### config.mk
export PLATFORM = sky130hd
export DESIGN_NAME = csa_acc
export DESIGN_NICKNAME = d
export VERILOG_FILES = /design/src/rtl/csa_acc.sv
export SDC_FILE = /design/constraint.sdc
export NUM_CORES = 1
export LEC_CHECK = 0
export CAP_MARGIN = 20
export CORE_ASPECT_RATIO = 0.75
export CORE_UTILIZATION = 39
export DETAILED_ROUTE_END_ITERATION = 7
export REMOVE_ABC_BUFFERS = 1
export SLEW_MARGIN = 10
export SYNTH_ARGS = -nofsm -noshare
export SYNTH_HDL_FRONTEND = slang
export SYNTH_SLANG_ARGS = --single-unit
### constraint.sdc
create_clock -name clk -period 1.5 [get_ports clk]
set_input_delay 0.3 -clock clk [delete_from_list [all_inputs] [get_ports clk]]
set_output_delay 0.3 -clock clk [all_outputs]
set_load 0.01 [all_outputs]
### src/rtl/csa_acc.sv
// Frame accumulator: carry-save compression of incoming samples, one-cycle
// carry-propagate resolve, held result. Optional saturation via CSA_ACC_SAT_EN.
module csa_acc #(
  parameter int IN_W  = 5,
  parameter int CNT_W = 4,
  parameter int ACC_W = 8
) (
  input  logic             clk,
  input  logic             rst,
  input  logic             in_valid,
  output logic             in_ready,
  input  logic [IN_W-1:0]  in_data,
  input  logic [CNT_W-1:0] len,
  output logic             out_valid,
  input  logic             out_ready,
  output logic [ACC_W-1:0] out_sum,
  output logic             out_ovf
);

  localparam int TW = IN_W + CNT_W;
  localparam logic [TW-1:0]  ACC_MAX = {TW{1'b1}} >> (TW - ACC_W);
  localparam logic [CNT_W:0] CNT_ONE = {{CNT_W{1'b0}}, 1'b1};

  typedef enum logic [1:0] {
    IDLE    = 2'd0,
    ACC     = 2'd1,
    RESOLVE = 2'd2,
    HOLD    = 2'd3
  } state_t;

  state_t state_r, state_s;

  logic [TW-1:0]    sum_r, carry_r, total_r;
  logic [CNT_W:0]   cnt_r, len_r;
  logic             out_valid_r, out_ovf_r;
  logic [ACC_W-1:0] out_sum_r;

  logic             accept_s;
  logic [CNT_W:0]   len_eff_s, cnt_inc_s;
  logic [TW-1:0]    x_s, csa_sum_s, csa_carry_s;
  logic [TW-2:0]    maj_s;
  logic             ovf_s;
  logic [ACC_W-1:0] res_s;

  assign accept_s  = in_valid & in_ready;
  // A zero length encodes the maximum frame of 2^CNT_W samples.
  assign len_eff_s = (len == {CNT_W{1'b0}}) ? {1'b1, {CNT_W{1'b0}}} : {1'b0, len};
  assign cnt_inc_s = cnt_r + CNT_ONE;
  assign x_s       = {{CNT_W{1'b0}}, in_data};

  // 3:2 compressor; the carry MSB is dropped since the exact total fits TW bits.
  assign csa_sum_s   = sum_r ^ carry_r ^ x_s;
  assign maj_s       = (sum_r[TW-2:0] & carry_r[TW-2:0]) |
                       (sum_r[TW-2:0] & x_s[TW-2:0]) |
                       (carry_r[TW-2:0] & x_s[TW-2:0]);
  assign csa_carry_s = {maj_s, 1'b0};

  assign ovf_s = (total_r > ACC_MAX);
`ifdef CSA_ACC_SAT_EN
  assign res_s = ovf_s ? {ACC_W{1'b1}} : total_r[ACC_W-1:0];
`else
  assign res_s = total_r[ACC_W-1:0];
`endif

  // State register.
  always_ff @(posedge clk) begin
    if (rst) begin
      state_r <= IDLE;
    end else begin
      state_r <= state_s;
    end
  end

  // Next-state logic.
  always_comb begin
    state_s = state_r;
    case (state_r)
      IDLE: begin
        if (accept_s) begin
          state_s = (len_eff_s == CNT_ONE) ? RESOLVE : ACC;
        end else begin
          state_s = IDLE;
        end
      end
      ACC: begin
        if (accept_s && (cnt_inc_s == len_r)) begin
          state_s = RESOLVE;
        end else begin
          state_s = ACC;
        end
      end
      RESOLVE: state_s = HOLD;
      HOLD: begin
        if (out_valid_r && out_ready) begin
          state_s = IDLE;
        end else begin
          state_s = HOLD;
        end
      end
      default: state_s = IDLE;
    endcase
  end

  // Output decode.
  always_comb begin
    in_ready  = ~rst & ((state_r == IDLE) | (state_r == ACC));
    out_valid = out_valid_r;
    out_sum   = out_sum_r;
    out_ovf   = out_ovf_r;
  end

  // Datapath: redundant accumulation, resolve, and held result.
  always_ff @(posedge clk) begin
    if (rst) begin
      sum_r       <= {TW{1'b0}};
      carry_r     <= {TW{1'b0}};
      total_r     <= {TW{1'b0}};
      cnt_r       <= {(CNT_W+1){1'b0}};
      len_r       <= {(CNT_W+1){1'b0}};
      out_valid_r <= 1'b0;
      out_sum_r   <= {ACC_W{1'b0}};
      out_ovf_r   <= 1'b0;
    end else begin
      case (state_r)
        IDLE: begin
          if (accept_s) begin
            len_r   <= len_eff_s;
            sum_r   <= x_s;
            carry_r <= {TW{1'b0}};
            cnt_r   <= CNT_ONE;
          end
        end
        ACC: begin
          if (accept_s) begin
            sum_r   <= csa_sum_s;
            carry_r <= csa_carry_s;
            cnt_r   <= cnt_inc_s;
          end
        end
        RESOLVE: total_r <= sum_r + carry_r;
        HOLD: begin
          // First HOLD cycle publishes the result; it is then held until taken.
          if (!out_valid_r) begin
            out_valid_r <= 1'b1;
            out_sum_r   <= res_s;
            out_ovf_r   <= ovf_s;
          end else if (out_ready) begin
            out_valid_r <= 1'b0;
            sum_r       <= {TW{1'b0}};
            carry_r     <= {TW{1'b0}};
            cnt_r       <= {(CNT_W+1){1'b0}};
          end
        end
        default: ;
      endcase
    end
  end

endmodule

-- Word-level counts from Yosys, hierarchy flattened
Index checks and enable logic that the tools add are counted.
- $add $sub $neg: 2
- magnitude comparators: 1
- eq/ne operators: 9
- mux-type cells: 21
- bitwise operators: 12
- reductions and logical operators: 8
- operators with widths (operator ; count):
    $mux 9 ; 6
    $pmux 9 s3 ; 2
    $mux 5 ; 5
    $and 8x5->8 ; 2
    $or 8x8->8 ; 2
    $pmux 5 s3 ; 1
    $add 9x9->9 ; 1
    $gt 9x8->1 const B ; 1
    $xor 9x5->9 ; 1
    $xor 9x9->9 ; 1
    $and 8x8->8 ; 1
    $mux 2 ; 4
    $ne 2x2->1 const B ; 4
    $pmux 2 s4 ; 1
    $add 5x1->5 const B ; 1
    $eq 5x1->1 const B ; 1
    $eq 5x5->1 ; 1
    $reduce_and 5->1 ; 1
    $eq 2x2->1 const B ; 2
    $logic_not 4->1 ; 1
    $reduce_and 2->1 ; 2
    $reduce_bool 3->1 ; 1
    $and 1x1->1 ; 2
    $eq 2x1->1 const B ; 1
    5 further kinds ; 8
- flip-flop bits (word level): 49
- bits of input ports: 13
- output and inout bits: 11
- word-level logic and storage cells: 62

-- Depth between registers and ports, before layout
- depth in word-level cells: 7
- depth in mapped cells: 7
- depth with buffers taken out: 7

-- Worst setup path before layout
OpenSTA, ideal clock, no wires.
- path kind: register to register
- from: register sum_r[2]
- to: register total_r[6]
- setup time: 0.061 ns
- arrival time: 1.586 ns
- required time: 1.439 ns
- setup slack: -0.147 ns
- cell stages (with the launch flop): 6
- buffers on the path: 0
- clock period less this slack: 1.647 ns
- path through: dfxtp_1 > ha_1 > a211oi_1 > o21ai_0 > a2111oi_0 > a311o_1
- cells in the longest elaborated chain, start to end: 1
- RTL lines (what ; RTL line ; RTL):
    from (decl) ; 33 ; logic [TW-1:0] sum_r, carry_r, total_r;
    from (signal assigned) ; 115 ; sum_r <= {TW{1'b0}};
    from (signal assigned) ; 128 ; sum_r <= x_s;
    from (signal assigned) ; 135 ; sum_r <= csa_sum_s;
    $add 9x9->9 ; 140 ; RESOLVE: total_r <= sum_r + carry_r;
    to (signal assigned) ; 117 ; total_r <= {TW{1'b0}};
    to (signal assigned) ; 140 ;
    to (decl) ; 33 ;
No other way between the ends.
A chain may end at the register's enable or synchronous reset.

-- Worst setup path after layout
- from: register carry_r[1]
- to: register total_r[5]
- cells in the longest elaborated chain, start to end: 1
- RTL lines (what ; RTL line ; RTL):
    from (decl) ; 33 ;
    from (signal assigned) ; 116 ; carry_r <= {TW{1'b0}};
    from (signal assigned) ; 129 ; carry_r <= {TW{1'b0}};
    from (signal assigned) ; 136 ; carry_r <= csa_carry_s;
    $add 9x9->9 ; 140 ;
No other way between the ends.

==> qor.txt <==
TritonCTS clock tree = yes
Clk Latency, worst-skew pair = 0.30 ns
Post-synth top cells = dfxtp_1, nand2_1, a21oi_1
Least-Margin Pin Slew = 0.312 ns
initial antenna violation count = 0
CTS max path bufs = 2
cell with the most instances after synthesis = dfxtp_1
failing checks = negative setup slack
vias in the first global route = 2127
Critical Path End Type = flop
synth unique cells = 49
top-level I/O count = 24
fin area = 3380 µm²
worst hold path class = in -> reg
Avg Cell Area, Syn = 8.44 µm²
# setup viols final = 4
RSZ-0062 raised after global routing = yes
Yosys reg bits = 48
drt pass-1 iters = 4
Arr. time, crit path = 1.80 ns
Post-Synthesis Cell Area = 2440 µm²
PortBufs = 23
largest net degree at the start of global routing = 20
number of max-cap violations = 0
DRC = 0
Clock Pin Slew Worst Setup and Hold Paths = 0.09 ns
Die W = 93.3 µm
final slew viol count = 0
post-detail-place hpwl = 4440 µm
Ys Warns = 0
CP max FO = 4
wire length per cell = 13.6 µm
Crit Path Class = reg -> reg
crit-path cells = ha_4, inv_2, fa_2, nor2b_2, o21a_1, nor3_1, o31ai_1
Power Dens Cells = 737 nW/µm²
Die Span Y = 70.5 µm
Worst Skew = 0.00699 ns
Synth top area share = 0.394
Syn-to-layout area delta = 38.7%
Yosys top cell by area = dfxtp_1
EDFF count, synth = 0
Slew Limit Headroom = 0.792
Crit path largest cell delay = 0.39 ns
Via-to-Cell Ratio = 5.16
startpoint types = flop
Final min period = 1.59 ns
ratio of cells with drive above 1 in the final layout = 0.269
cell count after placement = 427
total track usage = 0.191
core footprint = 5920 µm²
Fill cells = 545
Routed Antenna Nets = 0
Routed WL = 5950 µm
fmax = 631 MHz
Setup WS post-layout = -0.0853 ns
cts-stage hold buffer count = 0
top post-synthesis cells by area = dfxtp_1, a21oi_1, nand2_1
diode count = 0
sequential-to-total area share from yosys stat = 0.394
power consumption = 2.49 mW
Peak VDD IR = 453 µV
initial drt markers = 112
Worst path slowest cell = fa_2
clock buffers created by TritonCTS = 5
clock root cell = clkbuf_8
GPL Wtd Cong = 0.760
Layout Nets = 386
GRT overflow = 0
critical path's top delay family = adder cells
status = complete, but fails checks
dpl ws = -0.385 ns
Worst Path Buf+Inv = 1
Initial Utilization = 0.412
first-pass GRT wire length = 10000 µm
Required @ worst endpoint = 1.71 ns
TritonCTS sink count = 48
Final period util = 1.06
Post-Synthesis Cells = 289
number of core rows = 24
async set-reset flop share out of synthesis = 0
Final Hold Fails = 0
fin cells = 438
Cell Area, Placed = 3110 µm²
H-tree levels = 2
detailed-route via count = 2258
Synth Flop Type = dfxtp_1
total leakage power = 1.45 nW
die area = 6580 µm²
## flip-flops by register name, indices dropped and copies added, names as in the netlist
signal	flops
state_r	2
cnt_r	5
out_ovf	1
total_r	9
out_sum	8
out_valid	1
len_r	5
sum_r	9
carry_r	8
## metrics by stage
step	utilization	TNS, ns	hold WS, ns
3_3_place_gp	0.526	-5.88	0.441
4_1_cts	0.556	-0.237	0.335
5_1_grt	0.572	-0.651	0.351
2_1_floorplan	-	-2.84	0.369
6_report	0.572	-0.217	0.331
3_5_place_dp	0.526	-6.50	0.444
## layout by cell type, fill, tap and decap left out, types with 4 or more instances in the layout
cell type / count
buf_4: 54
nand2_1: 40
dfxtp_1: 39
a21oi_1: 30
nor2_1: 22
nand3_1: 18
nor3_1: 10
clkdlybuf4s50_1: 10
dlymetal6s2s_1: 10
inv_1: 9
dfxtp_2: 9
o21ai_0: 6
clkbuf_8: 6
mux2i_1: 5
ha_1: 5
xnor2_1: 4
o21ai_1: 4
fa_1: 4
ha_4: 4
## cell type report
cell class	instances	area, µm²	share of cell area
Sequential cell	48	972	0.287
Timing Repair Buffer	81	719	0.213
Multi-Input combinational cell	213	1470	0.434
Clock buffer	8	90.1	0.0266
Inverter	10	37.5	0.0111
Tap cell	78	97.6	0.0288
## where the power goes
| group | switching (mW) | internal, mW | leakage [nW] |
|---|---|---|---|
| registers | 0.0223 | 1.30 | 0.392 |
| clock network | 0.421 | 0.377 | 0.0455 |
| logic | 0.187 | 0.189 | 1.01 |
| total | 0.630 | 1.86 | 1.45 |
## metal layers
| layer | global-route usage | wire, µm | vias to the layer above |
|---|---|---|---|
| met5 | 0 | 0 | - |
| met4 | 0.0359 | 36 | 0 |
| met3 | 0.0392 | 286 | 5 |
| met2 | 0.278 | 2490 | 43 |
| met1 | 0.290 | 3140 | 1043 |
| li1 | - | - | 1167 |
## worst paths after layout
path                                                end  cells past startpoint               startpoint  slack, ns
worst max-delay path            total_r[5]$_SDFFE_PP0P_                      7  carry_r[1]$_SDFFE_PP0P_      -0.09
worst min-delay path              len_r[1]$_SDFFE_PP0P_                      2                      rst       0.33
worst max register to register  total_r[5]$_SDFFE_PP0P_                      7  carry_r[1]$_SDFFE_PP0P_      -0.09
worst min register to register  out_sum[3]$_SDFFE_PP0P_                      2  out_sum[3]$_SDFFE_PP0P_       0.45
## logic make-up (layout without fill, tap and decap cells)
group                      Yosys count  after routing  synth area share
muxes                                5              5            0.0205
xor gates and xnor gates             6              6            0.0215
and+or+nand+nor                    117            117             0.243
adders and majority gates           14             14            0.0872
DFF                                 48             48             0.394
AOI/OAI and AO/OA                   71             71             0.183
buffers and inverters               28             99            0.0518
## what timing repair did
| item | 4_1_cts | 5_1_grt |
|---|---|---|
| setup buffers | 4 | 0 |
| endpoints found under the hold margin | 0 | 0 |
| pin swaps | 15 | 6 |
| gates cloned | 0 | 0 |
| endpoints found under the setup margin | 11 | 31 |
| resized for setup | 23 | 29 |
Power figures use the tool's default switching activity.
